[config.mk]
export PLATFORM = sky130hd
export DESIGN_NAME = seq_matcher_flat
export DESIGN_NICKNAME = d
export VERILOG_FILES = /design/src/rtl/seq_matcher_pkg.sv /design/src/rtl/seq_matcher_if.sv /design/src/rtl/seq_matcher_timer.sv /design/src/rtl/seq_matcher.sv /design/src/flat_wrapper.sv
export SDC_FILE = /design/constraint.sdc
export NUM_CORES = 1
export LEC_CHECK = 0
export CAP_MARGIN = 20
export CORE_MARGIN = 4
export CORE_UTILIZATION = 40
export CTS_CLUSTER_SIZE = 30
export DETAILED_ROUTE_END_ITERATION = 10
export GPL_TIMING_DRIVEN = 0
export PLACE_DENSITY = 0.72
export SYNTH_ARGS = -nofsm -noshare
export SYNTH_HDL_FRONTEND = slang
export SYNTH_SLANG_ARGS = --single-unit
[constraint.sdc]
create_clock -name clk -period 4.58 [get_ports clk]
set_input_delay 0.916 -clock clk [delete_from_list [all_inputs] [get_ports clk]]
set_output_delay 0.916 -clock clk [all_outputs]
set_load 0.02 [all_outputs]
[src/rtl/seq_matcher_pkg.sv]
// Shared definitions for the button-sequence recorder/matcher family:
// FSM state encoding and default pattern memory geometry.
package seq_matcher_pkg;

    localparam int unsigned SEQ_ADDR_W = 4;
    localparam int unsigned SEQ_DATA_W = 2;

    typedef enum logic [2:0] {
        ST_IDLE  = 3'd0,
        ST_FETCH = 3'd1,
        ST_LOAD  = 3'd2,
        ST_WAIT  = 3'd3,
        ST_DONE  = 3'd4
    } seq_state_e;

endpackage

[src/rtl/seq_matcher_if.sv]
// Control, press and pattern-memory signals between the game top and
// seq_matcher. The game top (or bench) uses master, the matcher uses slave.
interface seq_matcher_if
    import seq_matcher_pkg::*;
#(
    parameter int unsigned ADDR_W = SEQ_ADDR_W,
    parameter int unsigned DATA_W = SEQ_DATA_W
);

    logic [ADDR_W:0]   len;
    logic              start;
    logic              press_valid;
    logic [DATA_W-1:0] press_data;
    logic              rd_en;
    logic [ADDR_W-1:0] rd_addr;
    logic [DATA_W-1:0] rd_data;
    logic              ready;
    logic              busy;
    logic [ADDR_W-1:0] pos;
    logic              done;
    logic              match;
    logic              timeout;

    modport master (
        output len, start, press_valid, press_data, rd_data,
        input  rd_en, rd_addr, ready, busy, pos, done, match, timeout
    );

    modport slave (
        input  len, start, press_valid, press_data, rd_data,
        output rd_en, rd_addr, ready, busy, pos, done, match, timeout
    );

endinterface

[src/rtl/seq_matcher_timer.sv]
// Inter-press timer: loadable down-counter with a registered expired flag.
// Only built when SEQ_TIMEOUT_EN is defined; otherwise this file is empty.
`ifdef SEQ_TIMEOUT_EN
module seq_matcher_timer #(
    parameter int unsigned          CNT_W    = 24,
    parameter logic [CNT_W-1:0]     LOAD_VAL = '0
) (
    input  logic clk,
    input  logic rst,
    input  logic load_i,
    input  logic en_i,
    output logic expired_o
);

    logic [CNT_W-1:0] cnt_q;
    logic [CNT_W-1:0] cnt_d;
    logic             expired_q;

    // Reload takes priority; otherwise count down and hold at zero.
    always_comb begin
        cnt_d = cnt_q;
        if (load_i) begin
            cnt_d = LOAD_VAL;
        end else if (en_i && (cnt_q != '0)) begin
            cnt_d = cnt_q - CNT_W'(1);
        end
    end

    // Counter and expiry flag registers.
    always_ff @(posedge clk or posedge rst) begin
        if (rst) begin
            cnt_q     <= '0;
            expired_q <= 1'b0;
        end else begin
            cnt_q     <= cnt_d;
            expired_q <= (cnt_d == '0);
        end
    end

    assign expired_o = expired_q;

endmodule
`endif

[src/rtl/seq_matcher.sv]
// Plays back a stored button pattern from the pattern BRAM one entry at a
// time and checks debounced presses against it, reporting pass/fail.
// Optional inter-press timeout is enabled by defining SEQ_TIMEOUT_EN.
module seq_matcher
    import seq_matcher_pkg::*;
#(
    parameter int unsigned ADDR_W         = SEQ_ADDR_W,
    parameter int unsigned DATA_W         = SEQ_DATA_W,
    parameter logic [23:0] TIMEOUT_CYCLES = 24'd12_000_000
) (
    input  logic          clk,
    input  logic          rst,
    seq_matcher_if.slave  bus
);

    localparam int unsigned LEN_W = ADDR_W + 1;

    seq_state_e        state_q;
    logic [LEN_W-1:0]  len_q;
    logic [ADDR_W-1:0] pos_q;
    logic [DATA_W-1:0] exp_q;
    logic              rd_en_q;
    logic              ready_q;
    logic              busy_q;
    logic              done_q;
    logic              match_q;
    logic              timeout_q;

    logic              start_ok_c;
    logic              last_c;
    logic              hit_c;

    // A zero-length timeout has no meaning; reject it at elaboration.
    if (TIMEOUT_CYCLES == 24'd0) begin : g_timeout_check
        $error("seq_matcher: TIMEOUT_CYCLES must be nonzero");
    end

    // start with len=0 is ignored in every state.
    assign start_ok_c = bus.start && (bus.len != '0);
    // Compare pos+1 against the latched length so len never underflows.
    assign last_c     = ((LEN_W'(pos_q) + LEN_W'(1)) == len_q);
    assign hit_c      = (bus.press_data == exp_q);

`ifdef SEQ_TIMEOUT_EN
    logic tmr_expired;

    // Reloaded in LOAD so the count starts fresh on every entry to WAIT.
    seq_matcher_timer #(
        .CNT_W    (24),
        .LOAD_VAL (TIMEOUT_CYCLES - 24'd1)
    ) u_timer (
        .clk       (clk),
        .rst       (rst),
        .load_i    (state_q == ST_LOAD),
        .en_i      (state_q == ST_WAIT),
        .expired_o (tmr_expired)
    );
`endif

    // Match FSM; every output flag is updated alongside its state transition.
    always_ff @(posedge clk or posedge rst) begin
        if (rst) begin
            state_q   <= ST_IDLE;
            len_q     <= '0;
            pos_q     <= '0;
            exp_q     <= '0;
            rd_en_q   <= 1'b0;
            ready_q   <= 1'b0;
            busy_q    <= 1'b0;
            done_q    <= 1'b0;
            match_q   <= 1'b0;
            timeout_q <= 1'b0;
        end else begin
            rd_en_q   <= 1'b0;
            done_q    <= 1'b0;
            timeout_q <= 1'b0;
            if (start_ok_c) begin
                // Start wins over a same-cycle press and aborts silently.
                state_q <= ST_FETCH;
                len_q   <= bus.len;
                pos_q   <= '0;
                match_q <= 1'b0;
                rd_en_q <= 1'b1;
                ready_q <= 1'b0;
                busy_q  <= 1'b1;
            end else begin
                case (state_q)
                    ST_IDLE: begin
                        busy_q <= 1'b0;
                    end
                    ST_FETCH: begin
                        state_q <= ST_LOAD;
                    end
                    ST_LOAD: begin
                        exp_q   <= bus.rd_data;
                        state_q <= ST_WAIT;
                        ready_q <= 1'b1;
                    end
                    ST_WAIT: begin
                        if (bus.press_valid) begin
                            ready_q <= 1'b0;
                            if (!hit_c) begin
                                match_q <= 1'b0;
                                done_q  <= 1'b1;
                                state_q <= ST_DONE;
                            end else if (last_c) begin
                                match_q <= 1'b1;
                                done_q  <= 1'b1;
                                state_q <= ST_DONE;
                            end else begin
                                pos_q   <= pos_q + ADDR_W'(1);
                                rd_en_q <= 1'b1;
                                state_q <= ST_FETCH;
                            end
                        end
`ifdef SEQ_TIMEOUT_EN
                        else if (tmr_expired) begin
                            ready_q   <= 1'b0;
                            match_q   <= 1'b0;
                            done_q    <= 1'b1;
                            timeout_q <= 1'b1;
                            state_q   <= ST_DONE;
                        end
`endif
                    end
                    ST_DONE: begin
                        busy_q  <= 1'b0;
                        state_q <= ST_IDLE;
                    end
                    default: begin
                        ready_q <= 1'b0;
                        busy_q  <= 1'b0;
                        state_q <= ST_IDLE;
                    end
                endcase
            end
        end
    end

    assign bus.rd_en   = rd_en_q;
    assign bus.rd_addr = pos_q;
    assign bus.ready   = ready_q;
    assign bus.busy    = busy_q;
    assign bus.pos     = pos_q;
    assign bus.done    = done_q;
    assign bus.match   = match_q;
    assign bus.timeout = timeout_q;

endmodule

[src/flat_wrapper.sv]
// flat-port wrapper written by rule: the top's interface ports become plain ports
module seq_matcher_flat import seq_matcher_pkg::*;
#(
    parameter int unsigned ADDR_W         = SEQ_ADDR_W,
    parameter int unsigned DATA_W         = SEQ_DATA_W,
    parameter logic [23:0] TIMEOUT_CYCLES = 24'd12_000_000
)
  (clk, rst, bus_len, bus_start, bus_press_valid, bus_press_data, bus_rd_data, bus_rd_en, bus_rd_addr, bus_ready, bus_busy, bus_pos, bus_done, bus_match, bus_timeout);
  seq_matcher_if #(.ADDR_W(ADDR_W), .DATA_W(DATA_W)) bus_i ();
  input  logic clk;
  input  logic rst;
  input wire logic [$bits(bus_i.len)-1:0] bus_len;
  input wire logic [$bits(bus_i.start)-1:0] bus_start;
  input wire logic [$bits(bus_i.press_valid)-1:0] bus_press_valid;
  input wire logic [$bits(bus_i.press_data)-1:0] bus_press_data;
  input wire logic [$bits(bus_i.rd_data)-1:0] bus_rd_data;
  output wire logic [$bits(bus_i.rd_en)-1:0] bus_rd_en;
  output wire logic [$bits(bus_i.rd_addr)-1:0] bus_rd_addr;
  output wire logic [$bits(bus_i.ready)-1:0] bus_ready;
  output wire logic [$bits(bus_i.busy)-1:0] bus_busy;
  output wire logic [$bits(bus_i.pos)-1:0] bus_pos;
  output wire logic [$bits(bus_i.done)-1:0] bus_done;
  output wire logic [$bits(bus_i.match)-1:0] bus_match;
  output wire logic [$bits(bus_i.timeout)-1:0] bus_timeout;
  assign bus_i.len = bus_len;
  assign bus_i.start = bus_start;
  assign bus_i.press_valid = bus_press_valid;
  assign bus_i.press_data = bus_press_data;
  assign bus_i.rd_data = bus_rd_data;
  assign bus_rd_en = bus_i.rd_en;
  assign bus_rd_addr = bus_i.rd_addr;
  assign bus_ready = bus_i.ready;
  assign bus_busy = bus_i.busy;
  assign bus_pos = bus_i.pos;
  assign bus_done = bus_i.done;
  assign bus_match = bus_i.match;
  assign bus_timeout = bus_i.timeout;
  seq_matcher #(.ADDR_W(ADDR_W), .DATA_W(DATA_W), .TIMEOUT_CYCLES(TIMEOUT_CYCLES)) u_core (.clk(clk), .rst(rst), .bus(bus_i));
endmodule
## Word-level counts from Yosys, hierarchy flattened

Index checks and enable logic that the tools add are counted.

- Register bits: 19
- Bits in latches: 0
- RAM bits: 0
- Memory bits (read-only): 0
- Word-level logic and storage cells: 67
- Memories: 0

- Add/subtract/negate cells: 2
- $mul: 0
- Divide/modulo/power cells: 0
- Magnitude comparators: 0
- Equal/unequal tests: 12
- Shift-type cells: 0
- Multiplexer cells: 30
- Bitwise operators: 1
- Reduce and logical (&&, ||, !) cells: 13

Operator list:

| kind | number |
|---|---|
| $mux W4 | 5 |
| $mux W1 | 19 |
| $mux W3 | 4 |
| $pmux W3 S4 | 1 |
| $ne A2 B1 Y1 const B | 4 |
| $eq A3 B2 Y1 const B | 2 |
| $reduce_and A2 Y1 | 3 |
| $reduce_bool A2 Y1 | 3 |
| $reduce_or A3 Y1 | 2 |
| $add A4 B1 Y5 const B | 1 |
| $eq A5 B5 Y1 | 1 |
| $reduce_bool A5 Y1 | 1 |
| $add A4 B1 Y4 const B | 1 |
| $reduce_and A4 Y1 | 1 |
| $eq A3 B1 Y1 const B | 1 |
| $eq A3 B3 Y1 const B | 1 |
| $logic_not A3 Y1 | 1 |
| $ne A3 B1 Y1 const B | 1 |
| $ne A3 B2 Y1 const B | 1 |
| $pmux W1 S3 | 1 |
| $reduce_and A3 Y1 | 1 |
| $eq A2 B2 Y1 | 1 |
| $logic_and A1 B1 Y1 | 1 |
| $not A1 Y1 | 1 |

## Logic depth before layout (Yosys ltp)

Gate-level depths: netlist of run 1.

- Word-level depth: 7
- Depth in mapped cells: 6
- Depth with buffers taken out: 6

## Worst setup path after synthesis of run 1

OpenSTA, ideal clock, no wires.

- Kind: input to register
- Start: in bus_len[1]
- End: reg u_core.exp_q[0]
- Setup time: 125 ps
- Data arrival time: 2326 ps
- Data required time: 4455 ps
- Path slack: 2129 ps
- Stages: 4
- Buffers on the path: 0
- Cell sequence: or4_4 > o21a_4 > or3_4 > mux2_4

- Longest elaborated chain between the ends: 4

Ends and longest elaborated chain:

| item | line | RTL |
|---|---|---|
| from (decl) | flat_wrapper.sv:12 | `input wire logic [$bits(bus_i.len)-1:0] bus_len;` |
| $reduce_bool A5 Y1 | seq_matcher.sv:39 | `assign start_ok_c = bus.start && (bus.len != '0);` |
| $logic_and A1 B1 Y1 | seq_matcher.sv:39 |  |
| $not A1 Y1 (no line) | -- |  |
| $reduce_and A2 Y1 (no line) | -- |  |
| to (signal assigned) | seq_matcher.sv:95 | `exp_q <= bus.rd_data;` |
| to (decl) | seq_matcher.sv:21 | `logic [DATA_W-1:0] exp_q;` |

Every way passes these cells.
A chain may end at the register's enable or synchronous reset.

## Worst setup path after layout of run 1

- Start: in bus_len[1]
- End: reg u_core.exp_q[1]

The elaborated chain is that of the path after synthesis.

==> results.py, run 1 <==
metrics = {
    "outcome": {
        "outcome": "finished clean",
    },
    "floorplan": {
        "die_w_um": 58.2,
        "die_h_um": 58.2,
        "ios": 27,
        "core_sq_um": 2300,
        "rows": 17,
        "fp.dieArea_sq_um": 3390,
        "start_util_pct": 43.9,
    },
    "cts": {
        "cts_resized": 0,
        "cts_tree": "done",
        "clk_latency_ns": 0.31,
        "clk_root_buffer_cell": "clkbuf_4",
        "numCtsBuffers": 3,
        "path_clk_slew_ns": 0.12,
        "htree_levels": 1,
        "cts_sinks": 19,
        "clock_path_buffers": 2,
        "cts_hold_buf": 0,
        "post-cts-setup-buffer-count": 0,
    },
    "critical_path": {
        "crit_slowest_cell": "or4_4",
        "rr_endpoint": "u_core.bus.done$_DFF_PP0_",
        "timing_worst_setup_path_type": "primary input to flop",
        "end_kind": "flop",
        "critPathLaunchType": "primary input",
        "max_stage_delay_ns": 0.55,
        "reg2reg_from": "u_core.bus.pos[0]$_DFFE_PP0P_",
        "cp_max_fo": 6,
        "cp.arrival_ns": 2.82,
        "r2r_cells": 5,
        "regToRegSetupSlack_ns": 2.52,
        "crit_chain": "clkdlybuf4s50_1 > or4_4 > o21a_4 > or3_4 > mux2_4",
        "required_ns": 4.79,
    },
    "sta": {
        "period_needed_ns": 2.62,
        "rsz0062_at_grt": "no",
        "setup_viol": 0,
        "finClkSkew_ns": 0.00710,
        "finalHoldViolCount": 0,
        "worst_pin_slew_ns": 0.701,
        "clock.fmax_ghz": 0.382,
        "slew_violations": 0,
        "setup_tns_ns": 0,
        "finalCritPeriodShare_pct": 57.1,
        "relSlewSlack_pct": 53.2,
    },
    "min_path": {
        "min_from": "u_core.len_q[1]$_DFFE_PP0P_",
        "min_path_type": "flop to flop",
        "holdPathStages": 2,
        "hold_end": "u_core.len_q[1]$_DFFE_PP0P_",
    },
    "synthesis": {
        "synthXorXnorAreaFrac_pct": 6.08,
        "synth_area_sq_um": 1010,
        "synthMuxAreaShare_pct": 5.96,
        "synth_nets": 116,
        "avgSynthCellArea_sq_um": 9.89,
        "synthAdderAreaFrac_pct": 1.24,
        "ys_types": 35,
        "yosys.area.top_type_share_pct": 47.1,
        "synth_cells": 102,
        "seq_area_frac_synth_pct": 47.1,
        "synth-simple-area-share_pct": 19.5,
        "ys.warnings.count": 0,
        "synth_largest_area_cell": "dfrtp_1",
        "synth_compound_area_share_pct": 13.9,
        "synth.area.top_cells": "dfrtp_1 (47%), nand2_1 (8.6%), buf_4 (3.7%)",
        "ys_ff_latch": 19,
        "synth_top_family_by_area": "simple AND/OR/NAND/NOR gates",
    },
    "power_and_ir_drop": {
        "p_leak_nw": 0.612,
        "peakVddDrop_mv": 0.180,
        "p_per_area_nw_per_um2": 293,
        "total_power_w": 0.000388,
    },
    "route": {
        "num_vias": 806,
        "wl_um": 1970,
        "drt_iter0_drc": 12,
        "final_antenna_net_count": 0,
        "vias_per_cell": 5.07,
        "dr.pass1.iters": 4,
        "routedWlPerCell_um": 12.4,
        "drc_errors": 0,
    },
    "final_layout": {
        "layout_common_cells": "clkdlybuf4s50_1 (25), nand2_1 (23), dfrtp_1 (19)",
        "filler_cell_count": 211,
        "nets": 146,
        "syn_to_final_growth_pct": 31.3,
        "final_common_cell": "clkdlybuf4s50_1",
        "num_antenna_cells": 0,
        "drive_above_1_share_pct": 13.7,
    },
    "global_route": {
        "grt_first_pass_wirelength_um": 3280,
        "antenna_found_initial": 0,
        "grt_usage_pct": 12.4,
        "grt-ovfl-total": 0,
        "grt_max_degree": 20,
        "grt_pass1_vias": 745,
    },
    "placed_design": {
        "place_congestion": 0.805,
        "portBuffers": 25,
        "dp_hpwl_um": 1510,
    },
    "flow_run": {
        "max-cap-violations": 0,
    },
}
[kinds of logic (layout without fill, tap and decap cells)]
logic type,Yosys count,count (layout)
flops,19,19
compound gates,19,19
simple gates,40,40
mux,5,5
other cells,1,1
fa+ha+maj,1,1
xor+xnor,7,7
buf+inv,10,39
[critical path, delay by kind of cell]
family,cells,cell delay (ns)
AO/OA/AOI/OAI,1,0.24
buffers and inverters,1,0.42
multiplexers,1,0.30
AND/OR/NAND/NOR,2,0.95
[routing by layer]
layer,share of wire [%],track usage [%],vias to the layer above
met5,0,0,-
met4,2.0,6.95,0
met3,5.3,0.668,4
met2,44,19.0,25
met1,48,17.4,370
li1,-,-,407
[through the flow]
step,hold WS [ns],worst slack [ns],utilization (%),cells,instance area [sq um]
global route,0.537,1.85,57.6,159,1320
global placement,0.485,1.65,56.3,155,1290
CTS,0.514,1.97,57.6,159,1320
finish,0.513,1.96,57.6,159,1320
detailed placement,0.487,1.63,56.3,155,1290
floorplan,0.459,2.13,-,102,1010
[layout make-up]
| cell class | count | area, sq um | area share [%] |
|---|---|---|---|
| clock inverter | 1 | 7.51 | 0.567 |
| inverter | 3 | 11.3 | 0.851 |
| buffer | 7 | 47.5 | 3.59 |
| timing repair buffer | 25 | 250 | 18.9 |
| clock buffer | 3 | 22.5 | 1.70 |
| tap | 28 | 35.0 | 2.65 |
| multi-input combinational | 73 | 474 | 35.8 |
| sequential | 19 | 475 | 35.9 |
[cells in the mapped netlist]
cell,count
a2111oi_0,2
a211oi_1,1
a21bo_2,1
a21oi_1,2
a311oi_1,1
a31oi_1,2
a41o_1,1
and2_1,1
and4_1,1
buf_2,2
buf_4,5
conb_1,1
dfrtp_1,19
ha_1,1
inv_1,3
mux2_4,2
mux2i_1,3
nand2_1,23
nand2b_1,3
nand3_1,1
nand3b_1,2
nor2_1,3
nor3_1,2
nor4_1,1
o211ai_1,1
o21a_4,1
o21ai_0,4
o21ai_1,1
o21bai_1,1
o31a_1,1
or2_2,1
or3_4,1
or4_4,1
xnor2_1,4
xor2_1,3
[where the power goes]
| part | total, W | internal [W] | leakage (nW) | switching [W] |
|---|---|---|---|---|
| clock | 0.0000902 | 0.0000333 | 0.0139 | 0.0000569 |
| combinational | 0.0000961 | 0.0000494 | 0.357 | 0.0000467 |
| sequential | 0.000202 | 0.000187 | 0.241 | 0.0000150 |
[flip-flops by register name, summed over array words and instances, names as in the netlist]
name              flops
u_core.bus.match      1
u_core.len_q          5
u_core.bus.rd_en      1
u_core.bus.busy       1
u_core.bus.pos        4
u_core.exp_q          2
u_core.bus.ready      1
u_core.bus.done       1
u_core.state_q        3
[worst max path at each step]
stage / start / to / slack (ns) / cells past startpoint
floorplan: bus_len[1] / u_core.exp_q[0]$_DFFE_PP0P_ / 2.13 / 4
global placement: bus_len[1] / u_core.exp_q[0]$_DFFE_PP0P_ / 1.65 / 5
detailed placement: bus_len[1] / u_core.exp_q[0]$_DFFE_PP0P_ / 1.63 / 5
CTS: bus_len[1] / u_core.exp_q[1]$_DFFE_PP0P_ / 1.97 / 5
global route: bus_len[1] / u_core.bus.pos[1]$_DFFE_PP0P_ / 1.85 / 6
finish: bus_len[1] / u_core.exp_q[1]$_DFFE_PP0P_ / 1.96 / 5
Note: power is estimated with default switching activity, not from simulation.
==> inputs of run 2 (changes only) <==
- PLACE_DENSITY: 0.72 -> 0.75
- clock period: 4.58 -> 2.3 ns (I/O delays scaled with it)
==> run 2 against run 1 <==
  * Flip-flop and latch count is the same
  * Highest routed layer unchanged
  * First-iteration DRC count shrank 33%
  * Sequential power grew 99%
  * Sequential share of layout area shrank 0.24 points
  * Clock power grew 97%
  * Non-clock buffer count is the same
  * Worst setup slack lost 1.8 ns
  * Clock-buffer cell count is the same
  * Largest cell class is now multi-input gates
  * Core utilization grew 0.38 points
  * Largest power group unchanged
  * Register-to-register slack lost 2.3 ns
  * Via count grew 1.5%
  * Cell area grew 0.66%
==> results.py, run 2 (same netlist as run 1, synthesis figures left out) <==
metrics = {
    "power_and_ir_drop": {
        "peakVddDrop_mv": 0.477,
        "pwr-share-clk_pct": 22.9,
        "p_int_w": 0.000538,
        "total_power_w": 0.000774,
        "p_leak_nw": 0.610,
        "switching_share_pct": 30.6,
        "p_per_area_nw_per_um2": 581,
        "switchingPower_w": 0.000237,
        "pwr-share-comb_pct": 25.2,
        "p_seq_share_pct": 51.8,
    },
    "sta": {
        "finalCritPeriodShare_pct": 94.6,
        "worst_pin_slew_ns": 0.698,
        "slew_violations": 0,
        "rsz0062_at_grt": "no",
        "period_needed_ns": 2.18,
        "finClkSkew_ns": 0.00148,
        "whs_ns": 0.509,
        "finalHoldViolCount": 0,
        "relSlewSlack_pct": 53.1,
        "clock.fmax_ghz": 0.460,
        "setup_viol": 0,
    },
    "route": {
        "wl_um": 1980,
        "drc_errors": 0,
        "routedWlPerCell_um": 12.4,
        "final_antenna_net_count": 0,
        "num_vias": 818,
        "dr.pass1.iters": 4,
        "vias_per_cell": 5.14,
        "drt_iter0_drc": 8,
    },
    "floorplan": {
        "ios": 27,
        "core_sq_um": 2300,
        "die_w_um": 58.2,
        "die_h_um": 58.2,
        "rows": 17,
        "start_util_pct": 43.9,
        "fp.dieArea_sq_um": 3390,
    },
    "cts": {
        "cts_hold_buf": 0,
        "clk_root_buffer_cell": "clkbuf_4",
        "post-cts-setup-buffer-count": 0,
        "path_clk_slew_ns": 0.11,
        "clk_latency_ns": 0.31,
        "cts_tree": "done",
        "numCtsBuffers": 3,
        "cts_sinks": 19,
        "clock_path_buffers": 2,
        "htree_levels": 1,
    },
    "placed_design": {
        "portBuffers": 25,
        "place_congestion": 0.796,
        "dp_hpwl_um": 1540,
    },
    "min_path": {
        "min_path_type": "flop to flop",
        "holdPathStages": 2,
        "min_from": "u_core.len_q[2]$_DFFE_PP0P_",
    },
    "global_route": {
        "grt_usage_pct": 13.0,
        "antenna_found_initial": 0,
        "grt_max_degree": 20,
        "grt_pass1_vias": 814,
        "grt_first_pass_wirelength_um": 3370,
        "grt-ovfl-total": 0,
    },
    "final_layout": {
        "filler_cell_count": 216,
        "nets": 146,
        "final_common_cell": "clkdlybuf4s50_1",
        "drive_above_1_share_pct": 15.3,
        "largest_register_ffs": 5,
        "regMostFlops": "u_core.len_q",
        "syn_to_final_growth_pct": 32.1,
        "num_antenna_cells": 0,
        "layout_common_cells": "clkdlybuf4s50_1 (25), nand2_1 (23), dfrtp_1 (19)",
    },
    "critical_path": {
        "timing_worst_setup_path_type": "primary input to flop",
        "crit_chain": "clkdlybuf4s50_1 > or4_4 > o21a_4 > or3_4 > mux2_4",
        "cp_max_fo": 6,
        "regToRegSetupSlack_ns": 0.24,
        "cp.arrival_ns": 2.38,
        "r2r_cells": 5,
        "critPathLaunchType": "primary input",
        "crit_path_start": "bus_len[1]",
        "crit_slowest_cell": "or4_4",
        "max_stage_delay_ns": 0.56,
        "reg2reg_from": "u_core.bus.pos[0]$_DFFE_PP0P_",
        "required_ns": 2.51,
        "end_kind": "flop",
    },
    "flow_run": {
        "max-cap-violations": 0,
    },
    "outcome": {
        "outcome": "finished clean",
    },
}
[run 2: cell counts in the layout (fill, tap and decap cells not counted)]
No cell type changed its count.
[run 2: worst max-delay path: cells and delay by family]
kind / cells / cell delay, ns
muxes: 1 / 0.30
and+or+nand+nor: 2 / 0.95
buffers and inverters: 1 / 0.42
AOI/OAI and AO/OA: 1 / 0.24
[run 2: path summary, 6_finish.rpt]
check | end
min in group asynchronous | u_core.bus.done$_DFF_PP0_
max reg2reg | u_core.bus.done$_DFF_PP0_
max | u_core.exp_q[1]$_DFFE_PP0P_
min reg2reg | u_core.len_q[2]$_DFFE_PP0P_
min | u_core.len_q[2]$_DFFE_PP0P_
max in group asynchronous | u_core.exp_q[0]$_DFFE_PP0P_
[run 2: what timing repair did]
| action | in CTS | in global routing |
|---|---|---|
| resized for setup | 0 | 4 |
| endpoints found under the setup margin | 0 | 3 |
| hold endpoints to repair | 0 | 0 |
[run 2: area by class of cell]
class	instances	area [sq um]	area share, %
well taps	28	35.0	2.63
inverters	3	11.3	0.845
flip-flops and latches	19	475	35.7
clock buffers	3	22.5	1.69
plain buffers	7	47.5	3.57
repair buffers	25	250	18.8
multi-input cells	73	483	36.2
clock inverters	1	7.51	0.563
[run 2: layer usage]
layer,vias up,wire length (um),GRT usage [%]
li1,403,-,-
met1,387,878,15.8
met2,23,944,21.8
met3,5,94,0.668
met4,0,59,9.60
met5,-,0,0
[run 2: stage by stage]
stage	util (%)	TNS, ns	instance area [sq um]	std cells	setup slack, ns
2_1_floorplan	-	0	1010	102	0.305
3_3_place_gp	56.3	-0.958	1290	155	-0.180
3_5_place_dp	56.3	-1.67	1290	155	-0.201
4_1_cts	57.6	0	1320	159	0.125
5_1_grt	58.0	0	1330	159	0.0491
6_report	58.0	0	1330	159	0.125
[run 2: power by group through the flow]
stage	registers, W	logic, W	clock network [W]
after floorplan	0.000413	0.000117	0
after global placement	0.000406	0.000187	0
after detailed placement	0.000409	0.000191	0
after CTS	0.000402	0.000193	0.000181
after global routing	0.000407	0.000216	0.000191
final	0.000401	0.000195	0.000178
==> inputs of run 3 (changes only) <==
- ABC_AREA: default -> 1
- PLACE_DENSITY: 0.75 -> 0.71
- clock period: 2.3 -> 2.05 ns (I/O delays scaled with it)
==> run 3 against run 2 <==
  * Combinational power grew to 3.2 times the previous value
  * Synthesized cell count grew 44%
  * Largest cell class unchanged
  * Clock skew grew 0.0028 ns
  * Critical path type is now flop to primary output
  * Cell area grew 7.3%
  * Worst setup slack lost 0.049 ns
  * Largest power group is now combinational logic
  * Highest routed layer unchanged
  * Flip-flop and latch count is the same
==> results.py, run 3 <==
metrics = {
    "synthesis": {
        "avgSynthCellArea_sq_um": 7.58,
        "ys_types": 22,
        "ys.warnings.count": 0,
        "async_flop_share_pct": 100,
        "synth.area.top_cells": "dfrtp_1 (43%), nand2_1 (12%), nand3_1 (7.2%)",
        "seq_area_frac_synth_pct": 42.7,
        "synth_area_sq_um": 1110,
        "synthXorXnorAreaFrac_pct": 0.787,
        "synth_largest_area_cell": "dfrtp_1",
        "synth-simple-area-share_pct": 35.1,
        "synth_cells": 147,
        "synth_compound_area_share_pct": 6.74,
        "yosys.cell_count.top_type": "nand2_1",
        "synth_nets": 161,
        "ys.flop_type": "dfrtp_1",
        "synthMuxAreaShare_pct": 1.01,
        "yosys.area.top_type_share_pct": 42.7,
        "synth_top_family_by_area": "simple AND/OR/NAND/NOR gates",
        "synth_common_cells": "nand2_1 (36), inv_1 (20), dfrtp_1 (19), nand3_1 (16), nor2_1 (11)",
        "ys_ff_latch": 19,
        "synthAdderAreaFrac_pct": 1.12,
        "synth_edf_count": 0,
    },
    "route": {
        "wl_um": 2540,
        "drt_iter0_drc": 59,
        "dr.pass1.iters": 4,
        "num_vias": 1045,
        "final_antenna_net_count": 0,
        "vias_per_cell": 5.07,
        "routedWlPerCell_um": 12.3,
        "drc_errors": 0,
    },
    "min_path": {
        "min_path_type": "flop to flop",
    },
    "global_route": {
        "grt-ovfl-total": 0,
        "grt_pass1_vias": 1076,
        "grt_first_pass_wirelength_um": 4460,
        "grt_use_met3_pct": 4.89,
        "antenna_found_initial": 0,
        "grt_usage_pct": 16.0,
        "grt_util_met1_pct": 18.5,
        "grt_max_degree": 20,
        "busiest_layer": "met2",
        "use_met2_pct": 28.1,
    },
    "final_layout": {
        "drive_above_1_share_pct": 13.6,
        "num_antenna_cells": 0,
        "regMostFlops": "u_core.len_q",
        "layout_common_cells": "nand2_1 (36), clkdlybuf4s50_1 (25), inv_1 (20)",
        "filler_cell_count": 239,
        "final_common_cell": "nand2_1",
        "final_cell_area_sq_um": 1430,
        "fin_cells": 206,
        "largest_register_ffs": 5,
        "nets": 191,
        "syn_to_final_growth_pct": 28.4,
    },
    "critical_path": {
        "crit_family": "buffers and inverters",
        "max_stage_delay_ns": 0.59,
        "regToRegSetupSlack_ns": 0.36,
        "crit_chain": "buf_4 > clkdlybuf4s50_1",
        "critPathLaunchType": "flop",
        "cp_max_fo": 9,
        "cp.arrival_ns": 1.56,
        "crit_slowest_cell": "clkdlybuf4s50_1",
        "timing_worst_setup_path_type": "flop to primary output",
        "cp_num_buf_inv": 2,
        "end_kind": "primary output",
        "required_ns": 1.64,
    },
    "power_and_ir_drop": {
        "p_seq_share_pct": 39.8,
        "p_int_w": 0.000809,
        "switchingPower_w": 0.000563,
        "p_leak_nw": 0.724,
        "p_per_area_nw_per_um2": 959,
        "peakVddDrop_mv": 0.720,
        "switching_share_pct": 41.0,
        "pwr-share-clk_pct": 14.4,
        "pwr-share-comb_pct": 45.8,
    },
    "sta": {
        "rsz0062_at_grt": "no",
        "whs_ns": 0.485,
        "setup_tns_ns": 0,
        "setup_viol": 0,
        "finClkSkew_ns": 0.00429,
        "slew_violations": 0,
        "clock.fmax_ghz": 0.507,
        "period_needed_ns": 1.97,
        "finalCritPeriodShare_pct": 96.3,
        "fin_ws_ns": 0.0760,
        "relSlewSlack_pct": 50.3,
        "worst_pin_slew_ns": 0.744,
        "finalHoldViolCount": 0,
    },
    "cts": {
        "cts_resized": 0,
        "post-cts-setup-buffer-count": 0,
        "cts_tree": "done",
        "numCtsBuffers": 3,
        "path_clk_slew_ns": 0.11,
        "htree_levels": 1,
        "clk_latency_ns": 0.31,
        "clk_root_buffer_cell": "clkbuf_4",
        "cts_hold_buf": 0,
        "cts_sinks": 19,
        "clock_path_buffers": 2,
    },
    "placed_design": {
        "placed_area_sq_um": 1400,
        "dp.cells": 202,
        "post-place-ws_ns": 0.127,
        "dp_hpwl_um": 1950,
        "portBuffers": 25,
        "place_congestion": 0.871,
    },
    "floorplan": {
        "die_h_um": 60.8,
        "start_util_pct": 43.4,
        "rows": 18,
        "ios": 27,
        "fp.dieArea_sq_um": 3690,
        "core_sq_um": 2570,
        "die_w_um": 60.8,
    },
    "outcome": {
        "outcome": "finished clean",
    },
    "flow_run": {
        "max-cap-violations": 0,
    },
}
[run 3: changes by cell type in the layout (fill, tap and decap cells not counted), moves of 3 or more]
cell      before  now
inv_1          3   20
mux2i_1        3    0
nand2_1       23   36
nand2_2        0    3
nand2b_1       3    0
nand3_1        1   16
nand4_1        0    7
nor2_1         3   11
o21ai_0        4   10
xnor2_1        4    1
xor2_1         3    0
[run 3: final cells by class]
class | count | area [sq um] | share of cell area (%)
plain buffers | 8 | 57.6 | 4.02
clock buffers | 3 | 22.5 | 1.57
clock inverters | 1 | 5.00 | 0.350
inverters | 21 | 78.8 | 5.51
multi-input cells | 99 | 502 | 35.1
flip-flops and latches | 19 | 477 | 33.3
well taps | 30 | 37.5 | 2.62
repair buffers | 25 | 250 | 17.5
[run 3: layer usage]
metal  vias to the layer above  wire length, um
met1                       487             1100
met3                         4              160
met5                         -                0
met4                         0               16
met2                        30             1260
li1                        524                -
[run 3: through the flow]
| step | util (%) | power (W) |
|---|---|---|
| floorplan | - | 0.000961 |
| global placement | 54.6 | 0.00115 |
| detailed placement | 54.6 | 0.00118 |
| CTS | 55.7 | 0.00138 |
| global route | 55.7 | 0.00149 |
| finish | 55.7 | 0.00137 |
[run 3: cells by family after synthesis]
group / Yosys count
simple gates: 81
buf+inv: 29
flops: 19
compound gates: 14
fa+ha+maj: 1
other cells: 1
xor+xnor: 1
mux: 1
[run 3: worst paths after layout]
check / from / to / cells after the start
min reg2reg: u_core.bus.match$_DFFE_PP0P_ / u_core.bus.match$_DFFE_PP0P_ / 2
min: u_core.bus.match$_DFFE_PP0P_ / u_core.bus.match$_DFFE_PP0P_ / 2
max reg2reg: u_core.bus.pos[0]$_DFFE_PP0P_ / u_core.bus.match$_DFFE_PP0P_ / 11
max: u_core.bus.pos[2]$_DFFE_PP0P_ / bus_rd_addr[2] / 2
max in group asynchronous: rst / u_core.bus.pos[0]$_DFFE_PP0P_ / 2
min in group asynchronous: rst / u_core.exp_q[1]$_DFFE_PP0P_ / 2
[run 3: power by group through the flow]
| stage | sequential [W] | combinational, W | clock (W) |
|---|---|---|---|
| finish | 0.000546 | 0.000628 | 0.000198 |
| global route | 0.000560 | 0.000706 | 0.000219 |
| CTS | 0.000542 | 0.000633 | 0.000203 |
| detailed placement | 0.000550 | 0.000629 | 0 |
| global placement | 0.000545 | 0.000609 | 0 |
| floorplan | 0.000584 | 0.000376 | 0 |
[run 3: worst register-to-register path, cell delays in order, from the launching register on]
cell	delay [ns]
dfrtp_2	0.49
ha_1	0.33
inv_1	0.08
nand2_1	0.05
nand2_1	0.06
nand3_2	0.09
nor2_4	0.13
nand2_2	0.10
nand3_1	0.10
nand3_1	0.07
nand2_1	0.06
nand2_1	0.04
